File: config.mk
export PLATFORM = sky130hd
export DESIGN_NAME = fwd_hazard_tracker
export DESIGN_NICKNAME = d
export VERILOG_FILES = /design/src/rtl/fwd_hazard_tracker.sv
export SDC_FILE = /design/constraint.sdc
export NUM_CORES = 1
export LEC_CHECK = 0
export CORE_ASPECT_RATIO = 0.8
export CORE_MARGIN = 2
export CORE_UTILIZATION = 49
export CTS_CLUSTER_DIAMETER = 120
export CTS_CLUSTER_SIZE = 20
export DETAILED_ROUTE_END_ITERATION = 12
export PLACE_DENSITY = 0.84
export SLEW_MARGIN = 20
export SYNTH_ARGS = -nofsm -noshare
export SYNTH_HDL_FRONTEND = slang
export SYNTH_SLANG_ARGS = --single-unit
File: constraint.sdc
create_clock -name clk_i -period 1.7 [get_ports clk_i]
set_input_delay 0.34 -clock clk_i [delete_from_list [all_inputs] [get_ports clk_i]]
set_output_delay 0.34 -clock clk_i [all_outputs]
set_load 0.02 [all_outputs]
File: src/rtl/fwd_hazard_tracker.sv
// rtl/fwd_hazard_tracker.sv - in-flight producer tracker with forward selects and load-use stall
//
// Tracks the EX instruction (entry 0) and DEPTH older producers (entries 1..DEPTH) in a
// shift register. The block then derives operand forward selects for EX and a load-use
// stall for ID from that history. It does not use pipeline-register taps.
//
// Ports:
//   clk_i          clock
//   rst_i          asynchronous active-low reset, clears all tracked entries
//   hold_i         global freeze, all state held; overrides flush_i and stall_o
//   flush_i        kill the instruction leaving ID (bubble into EX)
//   id_valid_i     ID holds a real instruction
//   id_src_i       ID source regs, src s at [s*REG_ADDR_W +: REG_ADDR_W]
//   id_rd_i        ID destination reg
//   id_regwrite_i  ID instruction writes rd
//   id_memread_i   ID instruction is a load
//   fwd_sel_o      per EX source: 0 = register file, k = tracked stage k
//   stall_o        hold PC/IF-ID and insert a bubble into EX
//   err_o          an EX source matches a producer whose data is not yet forwardable

module fwd_hazard_tracker #(
  parameter  int REG_ADDR_W = 5,
  parameter  int NUM_SRC    = 2,
  parameter  int DEPTH      = 3,
  parameter  int LOAD_LAT   = 2,
  localparam int SEL_W      = $clog2(DEPTH + 1)
) (
  input  logic                          clk_i,
  input  logic                          rst_i,
  input  logic                          hold_i,
  input  logic                          flush_i,
  input  logic                          id_valid_i,
  input  logic [NUM_SRC*REG_ADDR_W-1:0] id_src_i,
  input  logic [REG_ADDR_W-1:0]         id_rd_i,
  input  logic                          id_regwrite_i,
  input  logic                          id_memread_i,
  output logic [NUM_SRC*SEL_W-1:0]      fwd_sel_o,
  output logic                          stall_o,
  output logic                          err_o
);

  // Entry 0 is the EX instruction; entries 1..DEPTH are older producers.
  logic [DEPTH:0]                  valid_q;
  logic [DEPTH:0]                  regwrite_q;
  logic [DEPTH:0]                  memread_q;
  logic [REG_ADDR_W-1:0]           rd_q [DEPTH+1];
  logic [NUM_SRC*REG_ADDR_W-1:0]   ex_src_q;

  logic                            ex_valid_d;

  // The ID instruction only enters EX when it is real, not flushed and not stalled.
  assign ex_valid_d = id_valid_i & ~flush_i & ~stall_o;

  always_ff @(posedge clk_i or negedge rst_i) begin
    if (!rst_i) begin
      valid_q    <= '0;
      regwrite_q <= '0;
      memread_q  <= '0;
      ex_src_q   <= '0;
      for (int k = 0; k <= DEPTH; k++) begin
        rd_q[k] <= '0;
      end
    end else if (!hold_i) begin
      for (int k = 1; k <= DEPTH; k++) begin
        valid_q[k]    <= valid_q[k-1];
        regwrite_q[k] <= regwrite_q[k-1];
        memread_q[k]  <= memread_q[k-1];
        rd_q[k]       <= rd_q[k-1];
      end
      valid_q[0]    <= ex_valid_d;
      regwrite_q[0] <= id_regwrite_i;
      memread_q[0]  <= id_memread_i;
      rd_q[0]       <= id_rd_i;
      ex_src_q      <= id_src_i;
    end
  end

  // Forward selects for the EX sources. The downward scan leaves the youngest match
  // in place. A load whose data is not yet available yields sel 0 and flags err_o.
  always_comb begin : fwd_logic
    logic                  found;
    logic                  ready;
    int                    youngest;
    logic [REG_ADDR_W-1:0] r;
    found     = 1'b0;
    ready     = 1'b0;
    youngest  = 0;
    r         = '0;
    fwd_sel_o = '0;
    err_o     = 1'b0;
    for (int s = 0; s < NUM_SRC; s++) begin
      r        = ex_src_q[s*REG_ADDR_W +: REG_ADDR_W];
      found    = 1'b0;
      ready    = 1'b0;
      youngest = 0;
      for (int k = DEPTH; k >= 1; k--) begin
        if (valid_q[k] && regwrite_q[k] && (rd_q[k] != '0) && (rd_q[k] == r)) begin
          found    = 1'b1;
          youngest = k;
          ready    = !memread_q[k] || (k >= LOAD_LAT);
        end
      end
      if (valid_q[0] && found) begin
        if (ready) begin
          fwd_sel_o[s*SEL_W +: SEL_W] = SEL_W'(youngest);
        end else begin
          err_o = 1'b1;
        end
      end
    end
  end

  // Load-use check for ID sources against entries 0..DEPTH-1. When the ID instruction
  // reaches EX, entry j will be at stage j+1. Only the youngest writer counts, so a
  // younger ALU writer shadows an older load of the same register.
  always_comb begin : stall_logic
    logic                  early;
    logic                  any;
    logic [REG_ADDR_W-1:0] r;
    early = 1'b0;
    any   = 1'b0;
    r     = '0;
    for (int s = 0; s < NUM_SRC; s++) begin
      r     = id_src_i[s*REG_ADDR_W +: REG_ADDR_W];
      early = 1'b0;
      for (int j = DEPTH - 1; j >= 0; j--) begin
        if (valid_q[j] && regwrite_q[j] && (rd_q[j] != '0) && (rd_q[j] == r)) begin
          early = memread_q[j] && ((j + 1) < LOAD_LAT);
        end
      end
      any = any | early;
    end
    stall_o = id_valid_i & ~flush_i & any;
  end

endmodule

==> reports/metrics.cfg, run 1 <==
[hold_path]
hold_path_class=input pin to register

[clock_network]
clk_pin_slew_ns=0.07
tritoncts=done
clock_latency_ns=0.29
cts_inserted_buffers=5
cts_max_level=2
cts_root_buf=clkbuf_8
clock_sinks=40
clockBufferDepth=2

[place]
portBuffers=27
placedCellCount=287
place_congestion=0.809
dp_hpwl_um=3740

[synth]
ys_seq_area_share_pct=48.1
synth-async-reset-ratio_pct=100
synth_area_sq_um=2080
synth_top_cell_area_share_pct=48.1
synth_edf_count=0
ys.flop_type=dfrtp_1
synth_top_cell_by_area=dfrtp_1
synth_nets=188
yosysMostFrequentCell=dfrtp_1
yosys-top-cells-count=dfrtp_1, mux2_2, xnor2_1, xor2_1, nand3_1
syn_inst=166
synth.distinct_cells=27
ys_seq_elements=40
ys_warn_count=0
syn_avg_cell_area_sq_um=12.5
synth.area.top_cells=dfrtp_1, mux2_2, xnor2_1

[final_layout]
syn_to_final_growth_pct=48.8
drive_above_1_share_pct=55.6
fin_cells=307
fin_nets=274
fillCellCount=261
diodes=0

[power_and_ir_drop]
leakage_nw=1.32
irDropWorstVdd_mv=0.564
p_per_area_nw_per_um2=892

[timing]
period_needed_ns=2.47
final_hold_viol_count=0
setup_ws_ns=-0.771
slew_headroom_pct=73.2
tightest_slew_ns=0.402
skew_ns=0.00466
finalMaxSlewViolations=0
rsz0062_at_grt=yes
finalSetupViolations=6
max_freq_ghz=0.405
finalCritPeriodShare_pct=145
tns_ns=-3.72

[floorplanning]
coreArea_sq_um=4130
rows=21
die_y_um=62.3
die_w_um=76.8
num_io_pins=28
start_util_pct=50.4
dieArea_sq_um=4780

[flow_run]
cap_violations=0

[grt]
grt_pass1_vias=1725
grt.overflow.total=0
grt_max_degree=42
grt_first_pass_wirelength_um=8650
grtUsageTotal_pct=23.8
antenna_found_initial=0

[setup_path]
critPathRequiredTime_ns=1.36
crit_arrival_ns=2.13
start_kind=register
worstSetupPathType=register to output port
end_kind=output port
cp_max_fo=3

[routing]
routed_wl_um=5750
detail_route.wl_per_cell_um=18.7
antenna_left=0
drtPass1Iterations=4
drtIter0Drc=82
route.detailed.drc=0
viasPerCell=5.40
vias=1657

[outcome]
run_status=finished with violations
violations=negative setup slack

==> cells by family (layout without fill, tap and decap cells) <==
family / count (synthesis) / in the layout / share of synthesized area, %
AO/OA/AOI/OAI: 11 / 11 / 4.21
XOR/XNOR: 40 / 40 / 16.8
buffers and inverters: 6 / 90 / 1.08
flip-flops: 40 / 40 / 48.1
multiplexers: 39 / 39 / 21.1
AND/OR/NAND/NOR: 30 / 30 / 8.60
==> stage by stage <==
step	total power, mW	worst slack, ns	hold WS [ns]	utilization [%]	instance area, sq um
2_1_floorplan	1.64	-0.225	0.0444	-	2120
3_3_place_gp	1.98	-0.774	0.279	67.1	2770
3_5_place_dp	2.02	-0.858	0.287	67.1	2770
4_1_cts	2.62	-0.704	0.515	70.7	2920
5_1_grt	2.90	-0.799	0.372	75.0	3090
6_report	2.76	-0.771	0.359	75.0	3090
==> routing by layer <==
metal,vias to the layer above,track usage (%),wire length (um)
met2,63,40.0,2990
met3,15,6.25,277
met1,818,29.6,2310
li1,761,-,-
met4,0,8.41,171
met5,-,0,0
==> cell type report <==
cell class                      instances  area (sq um)  area share [%]
Multi-Input combinational cell        120          1230            39.8
Sequential cell                        40          1000            32.5
Timing Repair Buffer                   84           713            23.0
Tap cell                               57          71.3            2.30
Clock buffer                            5          68.8            2.22
Inverter                                1          3.75           0.121
==> state kept, by name, summed over array words and instances (netlist names) <==
| signal | cells |
|---|---|
| regwrite_q | 4 |
| valid_q | 4 |
| memread_q | 2 |
| rd_q | 20 |
| ex_src_q | 10 |
==> repair_timing <==
action | CTS | global route
resized for setup | 39 | 21
cloned | 0 | 0
hold buffers | 1 | 0
endpoints found under the hold margin | 15 | 0
setup endpoints to repair | 6 | 6
buffers inserted | 5 | 9
pin swaps | 10 | 18
==> worst paths after layout <==
path                                from            end  slack [ns]  cells past startpoint
max                              rd_q[3]   fwd_sel_o[0]       -0.77                      7
min                          id_src_i[4]    ex_src_q[4]        0.36                      2
max reg2reg                     rd_q[17]     valid_q[0]        0.13                      4
min reg2reg                regwrite_q[3]  regwrite_q[3]        0.54                      1
max in group asynchronous          rst_i       rd_q[19]        0.61                      3
min in group asynchronous          rst_i   memread_q[1]        0.51                      2
==> critical path, stage by stage, from the launching register on <==
cell and delay [ns]:
dfrtp_1 0.43, buf_4 0.16, xnor2_1 0.29, nand3_1 0.19, nor4_1 0.31, nand2_1 0.15
o22ai_4 0.17, buf_6 0.14
==> power by group <==
group	switching, mW	total, mW	internal, mW
logic	0.381	0.931	0.550
registers	0.178	1.27	1.09
clock network	0.291	0.555	0.264
==> placed cells by master, fill, tap and decap left out, types with 2 or more instances in the layout <==
cell type / instances
buf_4: 57
mux2_2: 39
dfrtp_1: 37
xor2_1: 20
clkdlybuf4s50_1: 18
xnor2_1: 15
or4_4: 5
xnor2_2: 5
clkbuf_8: 5
nand3_1: 4
buf_6: 4
nor3_2: 3
nand2_1: 3
nand2b_1: 3
dfrtp_2: 3
nand4_1: 2
nand3_2: 2
a21oi_1: 2
dlymetal6s2s_1: 2
No activity file was read; power rests on OpenSTA's default activity.
==> inputs of run 2 (changes only) <==
CAP_MARGIN = 15   (was default)
CORE_UTILIZATION = 56   (was 49)
DONT_BUFFER_PORTS = 1   (was default)
PLACE_DENSITY = 0.83   (was 0.84)
==> run 2 against run 1 <==
The run still ends with negative setup slack left. Flip-flop and latch count unchanged. Critical path depth fell by 2. Design area fell by 12%. Via count down 12%. Wire length decreased by 9.8%. Clock skew rose by 0.00087 ns. Die area shrank 12%. Critical path type unchanged. Critical endpoint is now fwd_sel_o[2]. Largest power group unchanged.
==> reports/metrics.cfg, run 2 (synthesized netlist as in run 1, its figures left out) <==
[outcome]
run_status=finished with violations
violations=negative setup slack

[timing]
rsz0062_at_grt=yes
finalMaxSlewViolations=0
skew_ns=0.00553
tightest_slew_ns=0.282
setup_ws_ns=-0.581
finalSetupViolations=6
whs_ns=0.131
max_freq_ghz=0.438
final_hold_viol_count=0
period_needed_ns=2.28
slew_headroom_pct=81.1
finalCritPeriodShare_pct=134

[floorplanning]
num_io_pins=28
dieArea_sq_um=4220
start_util_pct=59.5
rows=19
die_w_um=72.1
coreArea_sq_um=3490
die_y_um=58.5

[place]
place_congestion=0.849
portBuffers=0
pre_cts_ws_ns=-0.258
dp_hpwl_um=3650

[clock_network]
cts_max_level=2
clock_latency_ns=0.29
cts_inserted_buffers=5
clockBufferDepth=2
tritoncts=done
cts_root_buf=clkbuf_8
clock_sinks=40
clk_pin_slew_ns=0.07

[grt]
grt_max_degree=42
grtUsageTotal_pct=26.7
grt_pass1_vias=1614
grt_util_met3_pct=7.36
busiest_layer=met2
grt_first_pass_wirelength_um=8140
grt.overflow.total=0
met1_usage_pct=34.0
met2_usage_pct=44.4
antenna_found_initial=0

[final_layout]
layout_common_cells=mux2_2, dfrtp_1, buf_4
syn_to_final_growth_pct=30.9
reg_top3=rd_q x20, ex_src_q x10
final_core_util_pct=77.9
layout_commonest_cell=mux2_2
largest_register=rd_q
fin_nets=230
diodes=0
largest_register_ffs=20
drive_above_1_share_pct=56.7

[setup_path]
critPathRequiredTime_ns=1.36
path_buf_inv=0
cp_max_fo=3
start_kind=register
end_kind=output port
reg2reg_slack_ns=0.01
path_cells=or4_1 -> o211ai_2 -> or4_4 -> nor3b_2 -> o21a_2
critical-path-top-delay-family=simple AND/OR/NAND/NOR gates
critical_path.startpoint=rd_q[1]
worstSetupPathType=register to output port
slowest_delay_ns=0.57
timing.rr.start=rd_q[17]
crit_arrival_ns=1.94
crit_slowest_cell=or4_1

[power_and_ir_drop]
total_power_mw=2.72
leakage_nw=1.11
irDropWorstVdd_mv=0.881
p_per_area_nw_per_um2=999

[routing]
drtPass1Iterations=4
drtIter0Drc=68
viasPerCell=5.84
route.detailed.drc=0
vias=1459
routed_wl_um=5190
detail_route.wl_per_cell_um=20.8
antenna_left=0

[flow_run]
cap_violations=0

[hold_path]
hold_start=hold_i
hold_path_class=input pin to register

-- run 2: metal layers --
metal  up-vias  routed length [um]
met4         0                  86
li1        672                   -
met3        11                 270
met1       735                2170
met5         -                   0
met2        41                2660
-- run 2: timing repair --
item | 4_1_cts | 5_1_grt
endpoints found under the setup margin | 6 | 7
hold endpoints to repair | 40 | 0
cloned | 0 | 0
hold buffers | 2 | 0
pin swaps | 8 | 9
setup buffers | 2 | 4
resized for setup | 9 | 20
-- run 2: metrics by stage --
step                      setup TNS [ns]  cells  cell area [sq um]
after floorplan                   -0.765    166               2120
after global placement            -0.990    236               2400
after detailed placement           -1.24    236               2400
after CTS                          -3.10    247               2590
after global routing               -3.50    250               2720
final                              -3.17    250               2720
-- run 2: cell type report --
class / count / area (sq um)
clock buffer: 7 / 96.3
fill: 217 / 773
inverter: 1 / 3.75
multi-input combinational: 120 / 1230
sequential: 40 / 1010
tap: 42 / 52.6
timing repair buffer: 40 / 327
-- run 2: where the power goes --
part           total, mW  switching (mW)  internal [mW]
Combinational      0.777           0.317          0.461
Clock              0.669           0.309          0.361
Sequential          1.27           0.177           1.10
-- run 2: worst register-to-register path, cell delays in order, from the launching register on --
cell and delay [ns]:
dfrtp_1 0.42, or4_4 0.54, o2111ai_4 0.23, buf_6 0.14, a21oi_4 0.03, o31ai_2 0.24
-- run 2: final timing paths --
check / depth (start not counted) / endpoint
max: 5 / fwd_sel_o[2]
min: 1 / valid_q[0]
max reg2reg: 5 / valid_q[0]
min reg2reg: 1 / regwrite_q[3]
max in group asynchronous: 2 / ex_src_q[2]
min in group asynchronous: 2 / rd_q[12]
==> inputs of run 3 (changes only) <==
CORE_ASPECT_RATIO = 1.4   (was 0.8)
CTS_CLUSTER_DIAMETER = 30   (was 120)
==> run 3 against run 2 <==
The run still ends with negative setup slack left. Sequential share of layout area fell by 1.6 points. Combinational power grew 13%. Total power up 6.8%. Wire length grew 13%. Critical path type unchanged.
==> reports/metrics.cfg, run 3 (synthesized netlist as in run 1, its figures left out) <==
[outcome]
run_status=finished with violations
violations=negative setup slack

[timing]
period_needed_ns=2.29
slew_headroom_pct=79.0
tightest_slew_ns=0.313
skew_ns=0.00902
finalMaxSlewViolations=0
max_freq_ghz=0.436
finalCritPeriodShare_pct=135
setup_ws_ns=-0.593
final_hold_viol_count=0
rsz0062_at_grt=yes
tns_ns=-3.29
whs_ns=0.155
finalSetupViolations=7

[setup_path]
r2r_cells=8
timing.rr.start=rd_q[16]
reg2reg_slack_ns=-0.09
critPathRequiredTime_ns=1.36
end_kind=output port
cp_max_fo=4
crit_arrival_ns=1.95
start_kind=register
worstSetupPathType=register to output port
r2r-end=valid_q[0]

[routing]
drtIter0Drc=37
antenna_left=0
detail_route.wl_per_cell_um=21.8
route.detailed.drc=0
routed_wl_um=5840
vias=1622
viasPerCell=6.05
drtPass1Iterations=4

[place]
place_congestion=0.840
portBuffers=0
dp_hpwl_um=3580
placedCellCount=238

[grt]
grtUsageTotal_pct=26.6
grt.overflow.total=0
antenna_found_initial=0
grt_max_degree=42
grt_pass1_vias=1792
grt_first_pass_wirelength_um=8530

[final_layout]
layout_common_cells=buf_4, mux2_2, dfrtp_1
fin_cells=268
multi_input_area_sq_um=1210
fin_nets=247
fillCellCount=195
regArea_sq_um=1000
diodes=0
reg_top3=rd_q x20, ex_src_q x10
drive_above_1_share_pct=57.1
largest_register=rd_q
layout_commonest_cell=buf_4
largest_register_ffs=20
syn_to_final_growth_pct=36.5

[hold_path]
hold_start=hold_i
hold_end=valid_q[0]
min_path_cells=1
hold_path_class=input pin to register

[clock_network]
clock_latency_ns=0.29
cts_root_buf=clkbuf_8
clockBufferDepth=2
tritoncts=done
cts_max_level=2
cts_inserted_buffers=5
clock_sinks=40
clk_pin_slew_ns=0.08

[power_and_ir_drop]
p_per_area_nw_per_um2=1020
total_power_mw=2.90
irDropWorstVdd_mv=1.05
leakage_nw=1.18

[floorplanning]
die_y_um=76.1
rows=26
die_w_um=55.5
num_io_pins=28
coreArea_sq_um=3610
dieArea_sq_um=4220
start_util_pct=57.6

[flow_run]
cap_violations=0

-- run 3: critical path: stages (launching register included) --
cell and delay, ns:
dfrtp_1 0.39, buf_4 0.16, xor2_1 0.18, nor3_2 0.26, nand4_1 0.20, buf_4 0.20
a21oi_2 0.14, buf_6 0.13
-- run 3: layer usage --
metal  global-route usage [%]  wire length, um
met1                     27.9             2060
met2                     47.6             3210
met3                     5.60              251
met4                     15.9              317
met5                        0                0
-- run 3: area by class of cell --
cell class / count / area share [%]
Timing Repair Buffer: 57 / 16.3
Tap cell: 42 / 1.85
Inverter: 1 / 0.132
Sequential cell: 40 / 35.4
Multi-Input combinational cell: 120 / 42.5
Clock buffer: 6 / 2.56
Clock inverter: 2 / 1.23
-- run 3: worst max-delay path by stage --
stage / from / to / cells after the start
2_1_floorplan: rd_q[12] / fwd_sel_o[0] / 5
3_3_place_gp: rd_q[7] / fwd_sel_o[0] / 5
3_5_place_dp: rd_q[7] / fwd_sel_o[0] / 5
4_1_cts: rd_q[4] / fwd_sel_o[2] / 5
5_1_grt: rd_q[14] / err_o / 7
6_report: rd_q[12] / err_o / 7
-- run 3: timing repair --
action / CTS / global route
setup buffers: 13 / 7
pin swaps: 16 / 17
gates resized for setup: 13 / 12
hold endpoints to repair: 40 / 0
cloned: 0 / 0
setup endpoints to repair: 6 / 7
hold buffers: 2 / 0
-- run 3: per-stage QoR --
stage	utilization (%)	setup slack [ns]	area, sq um
floorplan	-	-0.225	2120
global placement	67.0	-0.266	2420
detailed placement	67.0	-0.286	2420
CTS	75.3	-0.587	2720
global route	78.6	-0.633	2840
finish	78.6	-0.593	2840
-- run 3: report_power, final --
group / leakage, nW / switching (mW) / internal (mW)
logic: 0.654 / 0.360 / 0.516
registers: 0.471 / 0.181 / 1.09
clock network: 0.0552 / 0.319 / 0.435
